==> src/rtl/pr_pkg.sv <==
// Shared definitions for the add/compare pipe and its result collector:
// default widths, pipe latency, entry layout and a small popcount helper.
package pr_pkg;

  localparam int PR_LATENCY = 3;
  localparam int PR_DATA_W  = 2;
  localparam int PR_SEQ_W   = 4;
  localparam int PR_DEPTH   = 4;
  localparam int PR_STAT_W  = 16;

  typedef struct packed {
    logic [PR_DATA_W-1:0] result;
    logic                 compare;
    logic [PR_SEQ_W-1:0]  seq;
  } pr_entry_t;

  function automatic int unsigned pr_popcount(input logic [31:0] v);
    int unsigned n;
    n = 0;
    for (int i = 0; i < 32; i++) n += 32'(v[i]);
    return n;
  endfunction

endpackage

==> src/rtl/pr_sync_fifo.sv <==
// DEPTH x WIDTH synchronous FIFO; a push while full is accepted only when a
// pop happens in the same cycle, so the head never moves while stalled.
module pr_sync_fifo #(
  parameter int  WIDTH = 7,
  parameter int  DEPTH = 4,
  localparam int AW    = $clog2(DEPTH),
  localparam int CW    = $clog2(DEPTH + 1)
) (
  input  logic             clock,
  input  logic             reset_n,
  input  logic             push,
  input  logic [WIDTH-1:0] wdata,
  input  logic             pop,
  output logic [WIDTH-1:0] rdata,
  output logic             full,
  output logic             empty,
  output logic [CW-1:0]    count
);

  logic [WIDTH-1:0] mem [DEPTH];
  logic [AW-1:0]    wr_ptr;
  logic [AW-1:0]    rd_ptr;
  logic             do_push;
  logic             do_pop;

  assign full    = (count == CW'(DEPTH));
  assign empty   = (count == '0);
  assign do_pop  = pop && !empty;
  assign do_push = push && (!full || do_pop);
  assign rdata   = mem[rd_ptr];

  always_ff @(posedge clock or negedge reset_n) begin
    if (!reset_n) begin
      wr_ptr <= '0;
      rd_ptr <= '0;
      count  <= '0;
    end else begin
      if (do_push) wr_ptr <= wr_ptr + AW'(1);
      if (do_pop)  rd_ptr <= rd_ptr + AW'(1);
      case ({do_push, do_pop})
        2'b10:   count <= count + CW'(1);
        2'b01:   count <= count - CW'(1);
        default: count <= count;
      endcase
    end
  end

  always_ff @(posedge clock) begin
    if (do_push) mem[wr_ptr] <= wdata;
  end

endmodule

==> src/rtl/pr_result_collector.sv <==
// Collects aligned Result/Compare from the non-stallable add/compare pipe into a
// credit-protected FIFO. Optional pop statistics under PR_COLLECT_STATS_EN.
module pr_result_collector
  import pr_pkg::*;
#(
  parameter int  DATA_W  = PR_DATA_W,
  parameter int  LATENCY = PR_LATENCY,
  parameter int  DEPTH   = PR_DEPTH,
  parameter int  SEQ_W   = PR_SEQ_W,
  localparam int CNT_W   = $clog2(DEPTH + 1)
) (
  input  logic              clock,
  input  logic              reset_n,
  input  logic              issue_valid,
  output logic              issue_ready,
  input  logic [DATA_W-1:0] pipe_result,
  input  logic              pipe_compare,
  output logic              out_valid,
  input  logic              out_ready,
  output logic [DATA_W-1:0] out_result,
  output logic              out_compare,
  output logic [SEQ_W-1:0]  out_seq,
  output logic              overflow,
  output logic [CNT_W-1:0]  occupancy
`ifdef PR_COLLECT_STATS_EN
  ,
  output logic [PR_STAT_W-1:0] stat_ones,
  output logic [PR_STAT_W-1:0] stat_sum
`endif
);

  localparam int ENTRY_W = DATA_W + 1 + SEQ_W;

  logic [LATENCY-1:0] vld_sr;
  logic [SEQ_W-1:0]   seq_cnt;
  logic [ENTRY_W-1:0] wdata;
  logic [ENTRY_W-1:0] head;
  logic [CNT_W-1:0]   count;
  logic               issue_fire;
  logic               arrival;
  logic               pop_fire;
  logic               push;
  logic               fifo_full;
  logic               fifo_empty;

  // Tokens still in the pipe already own a FIFO slot, so they count against credit.
  assign issue_ready = (32'(count) + pr_popcount(32'(vld_sr))) < 32'(DEPTH);
  assign issue_fire  = issue_valid && issue_ready;
  assign arrival     = vld_sr[LATENCY-1];
  assign pop_fire    = out_valid && out_ready;
  assign push        = arrival && (!fifo_full || pop_fire);
  assign wdata       = {pipe_result, pipe_compare, seq_cnt};

  always_ff @(posedge clock or negedge reset_n) begin
    if (!reset_n) begin
      vld_sr   <= '0;
      seq_cnt  <= '0;
      overflow <= 1'b0;
    end else begin
      vld_sr <= (vld_sr << 1) | LATENCY'(issue_fire);
      if (push) seq_cnt <= seq_cnt + SEQ_W'(1);
      if (arrival && !push) overflow <= 1'b1;
    end
  end

  pr_sync_fifo #(
    .WIDTH (ENTRY_W),
    .DEPTH (DEPTH)
  ) u_fifo (
    .clock   (clock),
    .reset_n (reset_n),
    .push    (push),
    .wdata   (wdata),
    .pop     (pop_fire),
    .rdata   (head),
    .full    (fifo_full),
    .empty   (fifo_empty),
    .count   (count)
  );

  assign out_valid   = !fifo_empty;
  assign out_result  = fifo_empty ? '0 : head[ENTRY_W-1 -: DATA_W];
  assign out_compare = !fifo_empty && head[SEQ_W];
  assign out_seq     = fifo_empty ? '0 : head[SEQ_W-1:0];
  assign occupancy   = count;

`ifdef PR_COLLECT_STATS_EN
  always_ff @(posedge clock or negedge reset_n) begin
    if (!reset_n) begin
      stat_ones <= '0;
      stat_sum  <= '0;
    end else if (pop_fire) begin
      stat_ones <= stat_ones + PR_STAT_W'(out_compare);
      stat_sum  <= stat_sum + PR_STAT_W'(out_result);
    end
  end
`endif

endmodule

==> config.mk <==
export PLATFORM = sky130hd
export DESIGN_NAME = pr_result_collector
export DESIGN_NICKNAME = d
export VERILOG_FILES = /design/src/rtl/pr_pkg.sv /design/src/rtl/pr_sync_fifo.sv /design/src/rtl/pr_result_collector.sv
export SDC_FILE = /design/constraint.sdc
export NUM_CORES = 1
export LEC_CHECK = 0
export ABC_AREA = 1
export BUFFER_PORTS_ARGS = -buffer_cell sky130_fd_sc_hd__buf_2
export CAP_MARGIN = 25
export CORE_MARGIN = 2
export CORE_UTILIZATION = 30
export CTS_CLUSTER_DIAMETER = 120
export DETAILED_ROUTE_END_ITERATION = 8
export HOLD_SLACK_MARGIN = 0.02
export PLACE_DENSITY = 0.49
export SLEW_MARGIN = 10
export SYNTH_ARGS = -nofsm -noshare
export SYNTH_HDL_FRONTEND = slang
export SYNTH_HIERARCHICAL = 1
export SYNTH_SLANG_ARGS = --single-unit
export TNS_END_PERCENT = 100
==> constraint.sdc <==
create_clock -name clock -period 3.3 [get_ports clock]
set_clock_uncertainty 0.1 [all_clocks]
set_input_delay 0.165 -clock clock [delete_from_list [all_inputs] [get_ports clock]]
set_output_delay 0.165 -clock clock [all_outputs]
set_load 0.01 [all_outputs]
Word level (Yosys, flattened, before mapping) --
Memory sizes are Yosys's and may differ from the RTL's. Index checks and enable logic that the tools add are counted.
Storage, ports and cells: register bits after elaboration 15, memory bits (writable) 28, bits of input ports 7, output and inout bits 13, memories 1
Operators by class: add/subtract/negate cells 8, magnitude comparators 1, equality and inequality tests 3, multiplexer cells 5, bitwise logic cells 1, reduce and logical (&&, ||, !) cells 14
Memory list:
- u_fifo.mem | words 4, width 7, rd ports 1, clocked after Yosys merged registers in 0, wr ports 1, RTL line pr_sync_fifo.sv:20 | logic [WIDTH-1:0] mem [DEPTH];
Operators by type and width (number):
- 1-bit logical AND | 7
- 3-bit case mux with 2 select lines | 1
- 2-bit by 1-bit adder with 2-bit output, second input constant | 2
- 3-bit by 3-bit adder with 4-bit output | 1
- 4-bit by 1-bit adder with 4-bit output, second input constant | 1
- 4-bit by 3-bit less-than comparator with 1-bit output, second input constant | 1
- 4-bit 2-to-1 mux | 1
- 2-bit by 1-bit adder with 3-bit output | 1
- 3-bit by 1-bit adder with 3-bit output, second input constant | 1
- 3-bit == test, second input constant | 1
- 1-bit zero test | 3
- 3-bit zero test | 1
- 3-bit by 1-bit OR with 3-bit output | 1
- 3-bit by 1-bit subtractor with 3-bit output, second input constant | 1
- 1-bit by 1-bit adder with 2-bit output | 1
- 2-bit by 1-bit == test with 1-bit output, second input constant | 1
- 2-bit == test, second input constant | 1
- 1-bit logical OR | 2
- 1-bit 2-to-1 mux | 2
- 2-bit 2-to-1 mux | 1
- 2-bit nonzero test | 1

Logic depth before layout (Yosys ltp) --
Gate-level depths: netlist of the first run.
word-level depth 8, mapped depth 18, gate-level depth less buffers 17

Hierarchy --
Netlist of the first run, hierarchy kept.
By module, submodules not included:
- pr_sync_fifo | times used 1, cells an instance 138, area each 1560.2 µm², sequential area each 1016.0 µm²
- pr_result_collector | times used 1, cells an instance 63, area each 490.5 µm², sequential area each 200.2 µm²

Worst setup path after synthesis of the first run --
No wires, ideal clock.
kind flip-flop to flip-flop, start reg u_fifo.count[0], end reg u_fifo.count[2], library setup time 0.117 ns, arrival time 2.165 ns, data required time 3.083 ns, setup slack 0.918 ns, stages on the path, launching flop included 18, buffers on the path 1, period minus slack after synthesis 2.382 ns, cells stage by stage dfrtp_1 > nor2_2 > nand2_1 > inv_1 > buf_6 > inv_4 > nand2_4 > inv_1 > inv_1 > nand3_2 > nand2_4 > ha_1 > inv_1 > fa_1 > nand2_1 > nand3_1 > nand2_1 > nand2_1
On the way: cells in the longest elaborated chain, start to end 8, elaborated cells between the ends (all ways) 16, those cells by class add/sub (2); eq/ne (3); mux (1); reduce/logical (10)
Ends and longest elaborated chain:
- from (decl) | RTL line pr_sync_fifo.sv:17 | output logic [CW-1:0] count
- from (signal assigned) | RTL line pr_sync_fifo.sv:41 | 2'b10: count <= count + CW'(1);
- from (signal assigned) | RTL line pr_sync_fifo.sv:42 | 2'b01: count <= count - CW'(1);
- from (signal assigned) | RTL line pr_sync_fifo.sv:43 | default: count <= count;
- 3-bit zero test * | RTL line pr_sync_fifo.sv:27 | assign empty = (count == '0);
- named net fifo_empty | RTL line pr_result_collector.sv:44 | logic fifo_empty;
- 1-bit zero test * | RTL line pr_result_collector.sv:81 | assign out_valid = !fifo_empty;
- named net out_valid | RTL line pr_result_collector.sv:18 | output logic out_valid,
- 1-bit logical AND * | RTL line pr_result_collector.sv:50 | assign pop_fire = out_valid && out_ready;
- named net pop_fire | RTL line pr_result_collector.sv:41 | logic pop_fire;
- 1-bit logical OR or 1-bit logical AND (tied branches) | RTL line pr_result_collector.sv:51, pr_sync_fifo.sv:28
- 1-bit logical AND or 1-bit logical OR (tied branches) | RTL line pr_result_collector.sv:51, pr_sync_fifo.sv:29
- 1-bit logical AND | RTL line pr_sync_fifo.sv:29 | assign do_push = push && (!full || do_pop);
- 2-bit by 1-bit == test with 1-bit output or 2-bit == test (tied branches) | RTL line pr_sync_fifo.sv:40 | case ({do_push, do_pop})
- 3-bit case mux with 2 select lines or 2-bit nonzero test (tied branches)
The timed path passes the listed nets; every way through them passes the cells marked *. A chain may end at the register's enable or synchronous reset.

Worst setup path in the final report of the first run --
start reg u_fifo.count[0], end reg u_fifo.count[2]
On the way: cells in the longest elaborated chain, start to end 8, elaborated cells between the ends (all ways) 16, those cells by class add/sub (2); eq/ne (3); mux (1); reduce/logical (10)
Ends and longest elaborated chain (RTL line):
- 3-bit zero test * | pr_sync_fifo.sv:27
- named net fifo_empty | pr_result_collector.sv:44
- 1-bit zero test * | pr_result_collector.sv:81
- 1-bit logical AND * | pr_result_collector.sv:50
- named net pop_fire | pr_result_collector.sv:41
- 1-bit logical OR or 1-bit logical AND (tied branches) | pr_result_collector.sv:51, pr_sync_fifo.sv:28
- 1-bit logical AND or 1-bit logical OR (tied branches) | pr_result_collector.sv:51, pr_sync_fifo.sv:29
- 1-bit logical AND | pr_sync_fifo.sv:29
- 2-bit by 1-bit == test with 1-bit output or 2-bit == test (tied branches) | pr_sync_fifo.sv:40
- 3-bit case mux with 2 select lines or 2-bit nonzero test (tied branches)
Marked as above.

==> impl_metrics.csv, run 1 <==
group,metric,value,unit
cells_and_area,area_delta_synth_final,14.28,%
clocking,clk_latency,0.29,ns
floorplan,ios,20,
global_route,grt_usage,0.1084,
min_path,min_path_cells,4,
synth,netlist_instances,201,
timing,fin_crit_sh,0.7961,
place,dp_slack,0.6671,ns
critical_path,regToRegSetupSlack,0.67,ns
critical_path,start_kind,"register",
clocking,root_buffer,"clkbuf_8",
global_route,use_met2,0.1776,
synth,ys_ff_latch,43,
global_route,grt_max_degree,18,
min_path,holdPathEnd,"overflow",
critical_path,setup.worst_path.class,"register to register",
timing,slew_viol_final,0,
critical_path,rr_endpoint,"u_fifo/count[2]",
route,firstDrtPassIters,4,
global_route,use_met3,0.03048,
critical_path,crit_buf_inv,5,
clocking,cts_sinks,43,
place,port_buffers,19,
timing,rsz0062_at_grt,"no",
floorplan,row_count,30,
global_route,grt_pass1_wl,6216,um
timing,layout_min_cycle_time,2.627,ns
timing,worst_pin_slew,0.6997,ns
synth,synth_cell_type_count,24,
synth,synth_warnings,6,
cells_and_area,num-nets-final,246,
clocking,cts_resized,0,
place,dp_hpwl,2527,um
route,viasPerCell,4.328,
timing,fin_ws,0.6728,ns
power,p_clk_frac,0.153,
power,seq_power_share,0.419,
power,internal-power,0.001255,W
clocking,cts_hold_buf,5,
route,vias,1346,
global_route,busiest_layer,"met2",
min_path,hp-class,"input port to register",
critical_path,path_cells,"nor2_2 -> nand2_1 -> inv_1 -> inv_4 -> nand2_4 -> inv_1 -> inv_1 -> nand3_2 -> nand2_4 -> ha_1 -> inv_1 -> fa_1 -> nand2_1 -> nand3_1 -> nand2_1 -> nand2_1",
clocking,cts.clk_slew.worst_paths,0.08,ns
critical_path,slowest_delay,0.45,ns
cells_and_area,post-route-cell-area,2344,um2
cells_and_area,fillCellCount,684,
timing,setup_tns,0,ns
clocking,cts_setup_buffers,0,
route,wirelength,3743,um
power,leakage,1.062,nW
critical_path,worstPathArrival,2.71,ns
critical_path,crit_family,"simple AND/OR/NAND/NOR gates",
global_route,antenna_found_initial,0,
cells_and_area,layout-drive-gt1-share,0.1645,
critical_path,reg2reg_from,"u_fifo/count[0]",
global_route,globalRouteOverflowTotal,0,
synth,synth_fp_nets,217,
power,pwr-share-comb,0.428,
synth,seq_area_frac_synth,0.5930,
critical_path,critical_path_required,3.39,ns
power,peakVddDrop,0.4852,mV
route,wl_per_cell,12.04,um
floorplan,dieHeight,86.68,um
synth,synth_area_per_cell,10.20,um2
clocking,cts_buffers,5,
global_route,grt_use_met1,0.1342,
clocking,cts_max_level,2,
critical_path,end_kind,"register",
clocking,cts_tree,"built",
floorplan,initial_core_util,0.3052,
timing,fmax,380.6,MHz
outcome,status,"finished, final reports clean",
critical_path,cp_max_fo,8,
place,gp_congestion,0.7758,
critical_path,reg2reg_depth,16,
power,switching_power,0.0009004,W
floorplan,core,6719,um2
route,drc_errors,0,
synth,netlist_area,2051,um2
clocking,cts_buffer_depth,2,
power,power.total,0.002156,W
min_path,min_from,"out_ready",
floorplan,die_w,86.68,um
timing,slew_headroom,0.5335,
power,power.share.switching,0.4176,
floorplan,die_area,7513,um2
cells_and_area,n_antenna_cell,0,
route,first_iter_violations,48,
timing,hold_viol,0,
critical_path,crit_slowest_cell,"dfrtp_1",
place,dpl_cell_area,2208,um2
route,antenna_left,0,
power,pwr_density_cell,919.9,nW/um2
flow_run,drv_cap,0,
timing,setup_violations,0,
global_route,first_global_vias,1339,
-- cell families (layout without fill, tap and decap cells) --
kind of cell,after synthesis,after routing,share of synthesized area
and+or+nand+nor,82,82,0.1733
DFF,43,43,0.5930
buffers and inverters,41,71,0.09761
AOI/OAI and AO/OA,24,24,0.06529
adders and majority gates,9,9,0.06223
xor gates and xnor gates,2,2,0.008543
-- cell type report --
cell class,count,area (um2),share of cell area
Sequential cell,43,1216,0.5190
Multi-Input combinational cell,117,634.4,0.2707
Timing Repair Buffer,27,167.7,0.07154
Inverter,36,140.1,0.05980
Tap cell,80,100.1,0.04271
Clock buffer,6,72.57,0.03097
Clock inverter,2,12.51,0.005339
-- state kept, by name, summed over array words and instances (netlist names) --
| signal | cells |
|---|---|
| overflow | 1 |
| u_fifo/count | 3 |
| seq_cnt | 4 |
| u_fifo/rd_ptr | 2 |
| u_fifo/wr_ptr | 2 |
| u_fifo/mem | 28 |
| vld_sr | 3 |
-- worst min-delay path, delay by kind of cell --
kind | cells | cell delay, ns
AND/OR/NAND/NOR | 2 | 0.14
AO/OA/AOI/OAI | 1 | 0.06
buffers and inverters | 1 | 0.11
-- metal layers --
| metal | vias up | wire length [um] |
|---|---|---|
| met5 | - | 0 |
| met3 | 6 | 179 |
| met1 | 616 | 1853 |
| met2 | 27 | 1661 |
| li1 | 697 | - |
| met4 | 0 | 49 |
-- synth_stat cells --
cell type | instances | area (um2)
a21oi_4 | 1 | 16.27
buf_6 | 4 | 45.04
buf_8 | 1 | 15.01
dfrtp_1 | 15 | 375.4
edfxtp_1 | 28 | 840.8
fa_1 | 2 | 40.04
ha_1 | 7 | 87.58
inv_1 | 34 | 127.6
inv_4 | 2 | 12.51
nand2_1 | 33 | 123.9
nand2_2 | 1 | 6.260
nand2_4 | 2 | 22.52
nand3_1 | 7 | 35.03
nand3_2 | 1 | 10.01
nand3b_1 | 1 | 7.510
nand4_1 | 2 | 12.51
nor2_1 | 32 | 120.1
nor2_2 | 2 | 12.51
nor3_1 | 1 | 5.000
o21ai_0 | 6 | 30.03
o21ai_1 | 16 | 80.08
o21bai_1 | 1 | 7.510
xnor2_1 | 1 | 8.760
xor2_1 | 1 | 8.760
-- cells in the final DEF (no fill, tap or decap) --
master | Yosys | layout
ha_1 | 7 | 7
nand3_1 | 7 | 7
clkinvlp_4 | 0 | 1
nand2_4 | 2 | 2
nor3_1 | 1 | 1
inv_1 | 34 | 34
inv_4 | 2 | 2
dlygate4sd3_1 | 0 | 5
o21bai_1 | 1 | 1
dfrtp_1 | 15 | 15
a21oi_4 | 1 | 1
nand3b_1 | 1 | 1
nand2_1 | 33 | 33
buf_4 | 0 | 3
xnor2_1 | 1 | 1
xor2_1 | 1 | 1
o21ai_1 | 16 | 16
o21ai_0 | 6 | 6
clkbuf_1 | 0 | 1
buf_2 | 0 | 19
nor2_2 | 2 | 2
clkbuf_8 | 0 | 5
fa_1 | 2 | 2
edfxtp_1 | 28 | 28
nor2_1 | 32 | 32
nand4_1 | 2 | 2
nand2_2 | 1 | 1
clkinv_2 | 0 | 1
nand3_2 | 1 | 1
-- power by group through the flow --
stage | Clock, W | Combinational [W] | Sequential [W]
floorplan | 0 | 0.000742 | 0.000864
global placement | 0 | 0.000931 | 0.000911
detailed placement | 0 | 0.000934 | 0.000919
CTS | 0.000340 | 0.000947 | 0.000907
global route | 0.000361 | 0.00108 | 0.000929
finish | 0.000329 | 0.000923 | 0.000904
-- metrics by stage --
stage	std cells	util	hold slack (ns)
floorplan	201	-	-0.2306
global placement	298	0.3287	0.008116
detailed placement	298	0.3287	0.007110
CTS	311	0.3488	0.1142
global route	311	0.3488	0.1441
finish	311	0.3488	0.1246
-- how the worst max path moves through the flow --
| stage | start | end | slack [ns] | depth (start not counted) |
|---|---|---|---|---|
| finish | u_fifo/count[0] | u_fifo/count[2] | 0.67 | 16 |
| global route | u_fifo/count[0] | u_fifo/count[2] | 0.43 | 16 |
| CTS | u_fifo/count[0] | u_fifo/count[2] | 0.65 | 16 |
| detailed placement | u_fifo/count[0] | u_fifo/count[2] | 0.67 | 16 |
| global placement | u_fifo/count[0] | u_fifo/count[2] | 0.75 | 16 |
| floorplan | u_fifo/count[0] | u_fifo/count[2] | 0.92 | 17 |
No activity file was read; power rests on OpenSTA's default activity.
==> run 2, diff against run 1 <==
--- a/config.mk
+++ b/config.mk
@@ -13,7 +13,7 @@
 export CTS_CLUSTER_DIAMETER = 120
 export DETAILED_ROUTE_END_ITERATION = 8
 export HOLD_SLACK_MARGIN = 0.02
-export PLACE_DENSITY = 0.49
+export PLACE_DENSITY = 0.51
 export SLEW_MARGIN = 10
 export SYNTH_ARGS = -nofsm -noshare
 export SYNTH_HDL_FRONTEND = slang
==> constraint.sdc (replaced) <==
create_clock -name clock -period 2.4 [get_ports clock]
set_clock_uncertainty 0.1 [all_clocks]
set_input_delay 0.12 -clock clock [delete_from_list [all_inputs] [get_ports clock]]
set_output_delay 0.12 -clock clock [all_outputs]
set_load 0.01 [all_outputs]
==> impl_metrics.csv, run 2 (synthesis gave the netlist of run 1 again) <==
group,metric,value,unit
route,wirelength,3856,um
cells_and_area,largest_register_ff_count,28,
global_route,antenna_found_initial,0,
place,dp_slack,0.01435,ns
place,dp.cells,306,
power,peakVddDrop,0.6372,mV
min_path,hp-class,"input port to register",
timing,layout_min_cycle_time,2.238,ns
global_route,use_met2,0.1825,
outcome,status,"finished, final reports clean",
power,p_clk_frac,0.168,
critical_path,end_kind,"register",
clocking,cts_tree,"built",
route,drc_errors,0,
timing,worst_pin_slew,0.4401,ns
floorplan,initial_core_util,0.3052,
floorplan,core,6719,um2
flow_run,drv_cap,0,
route,antenna_left,0,
clocking,cts.clk_slew.worst_paths,0.09,ns
cells_and_area,final_cell_mix,"nor2_1 (32), nand2_1 (31), inv_1 (30)",
cells_and_area,top_regs,"u_fifo/mem x28, seq_cnt x4",
place,port_buffers,19,
place,gp_congestion,0.6945,
route,first_iter_violations,48,
cells_and_area,final_common_cell,"nor2_1",
power,pwr-share-comb,0.476,
critical_path,worstPathArrival,2.32,ns
global_route,use_met3,0.02952,
floorplan,die_w,86.68,um
power,switching_power,0.001309,W
floorplan,row_count,30,
timing,fin_crit_sh,0.9325,
global_route,globalRouteOverflowTotal,0,
route,viasPerCell,4.302,
floorplan,ios,20,
cells_and_area,regMostFlops,"u_fifo/mem",
cells_and_area,n_antenna_cell,0,
clocking,cts_sinks,43,
global_route,grt_use_met1,0.1370,
route,wl_per_cell,11.76,um
clocking,root_buffer,"clkbuf_8",
power,leakage,1.162,nW
global_route,first_global_vias,1317,
power,power.share.switching,0.3936,
global_route,grt_max_degree,17,
global_route,busiest_layer,"met2",
cells_and_area,fin_cells,328,
power,internal-power,0.002017,W
clocking,cts_buffer_depth,2,
route,firstDrtPassIters,4,
place,dp_hpwl,2551,um
timing,slew_headroom,0.7062,
critical_path,critical_path_required,2.49,ns
critical_path,start_kind,"register",
power,seq_power_share,0.355,
cells_and_area,layout-drive-gt1-share,0.2621,
clocking,cts_buffers,5,
timing,setup_tns,0,ns
timing,fin_ws,0.1621,ns
global_route,grt_usage,0.1095,
route,vias,1411,
timing,setup_violations,0,
floorplan,die_area,7513,um2
timing,hold_viol,0,
global_route,grt_pass1_wl,6244,um
cells_and_area,area_delta_synth_final,23.06,%
clocking,clk_latency,0.29,ns
timing,slew_viol_final,0,
critical_path,regToRegSetupSlack,0.16,ns
timing,fmax,446.8,MHz
timing,rsz0062_at_grt,"no",
critical_path,setup.worst_path.class,"register to register",
cells_and_area,num-nets-final,263,
clocking,cts_max_level,2,
cells_and_area,final_util,0.3756,
critical_path,cp_max_fo,5,
floorplan,dieHeight,86.68,um
power,pwr_density_cell,1318,nW/um2
## run 2: cell count changes in the layout (fill, tap and decap cells not counted), moves of 2 or more
cell / previous run / this run
inv_2: 0 / 4
inv_1: 34 / 30
nand2_1: 33 / 31
buf_4: 3 / 20
## run 2: power by group through the flow
stage / logic [W] / clock network, W / registers, W
2_1_floorplan: 0.00102 / 0 / 0.00119
3_3_place_gp: 0.00143 / 0 / 0.00119
3_5_place_dp: 0.00144 / 0 / 0.00119
4_1_cts: 0.00146 / 0.000578 / 0.00118
5_1_grt: 0.00181 / 0.000606 / 0.00121
6_report: 0.00158 / 0.000559 / 0.00118
## run 2: per-layer routing
| layer | vias to the layer above | wire length (um) |
|---|---|---|
| met2 | 27 | 1847 |
| met3 | 2 | 180 |
| li1 | 729 | - |
| met4 | 0 | 23 |
| met5 | - | 0 |
| met1 | 653 | 1805 |
## run 2: per-stage QoR
stage          cell area, um2  hold WS, ns  total power [W]
5_1_grt                  2524      0.06258         0.003631
6_report                 2524      0.05301         0.003327
3_3_place_gp             2268     -0.04642         0.002615
2_1_floorplan            2051      -0.2756         0.002208
3_5_place_dp             2268     -0.03748         0.002635
4_1_cts                  2431      0.03818         0.003220
## run 2: final timing paths
kind / from / cells past startpoint / endpoint
worst max register to register: u_fifo/count[1] / 13 / u_fifo/count[2]
max in group asynchronous: reset_n / 2 / seq_cnt[0]
worst min-delay path: out_ready / 4 / overflow
worst max-delay path: u_fifo/count[1] / 13 / u_fifo/count[2]
min in group asynchronous: reset_n / 2 / u_fifo/count[0]
worst min register to register: vld_sr[0] / 0 / vld_sr[1]
## run 2: final cells by class
| type | instances | area (um2) |
|---|---|---|
| Clock buffer | 5 | 68.82 |
| Clock inverter | 3 | 43.79 |
| Fill cell | 685 | 4195 |
| Inverter | 36 | 140.1 |
| Multi-Input combinational cell | 117 | 659.4 |
| Sequential cell | 43 | 1216 |
| Tap cell | 80 | 100.1 |
| Timing Repair Buffer | 44 | 295.3 |
## run 2: critical path: stages (launching register included)
cell and delay, ns:
dfrtp_1 0.41, buf_4 0.14, buf_4 0.14, nor3_2 0.15
buf_4 0.15, a21oi_4 0.06, nand2_4 0.07, ha_2 0.18
inv_1 0.08, fa_2 0.38, nand2_2 0.08, nand3_1 0.07
nand2_1 0.06, nand2_1 0.05
## run 2: timing repair
item / 4_1_cts / 5_1_grt
setup endpoints to repair: 1 / 2
pin swaps: 0 / 4
hold buffers: 5 / 0
endpoints found under the hold margin: 28 / 0
resized for setup: 1 / 10
buffers inserted: 0 / 9
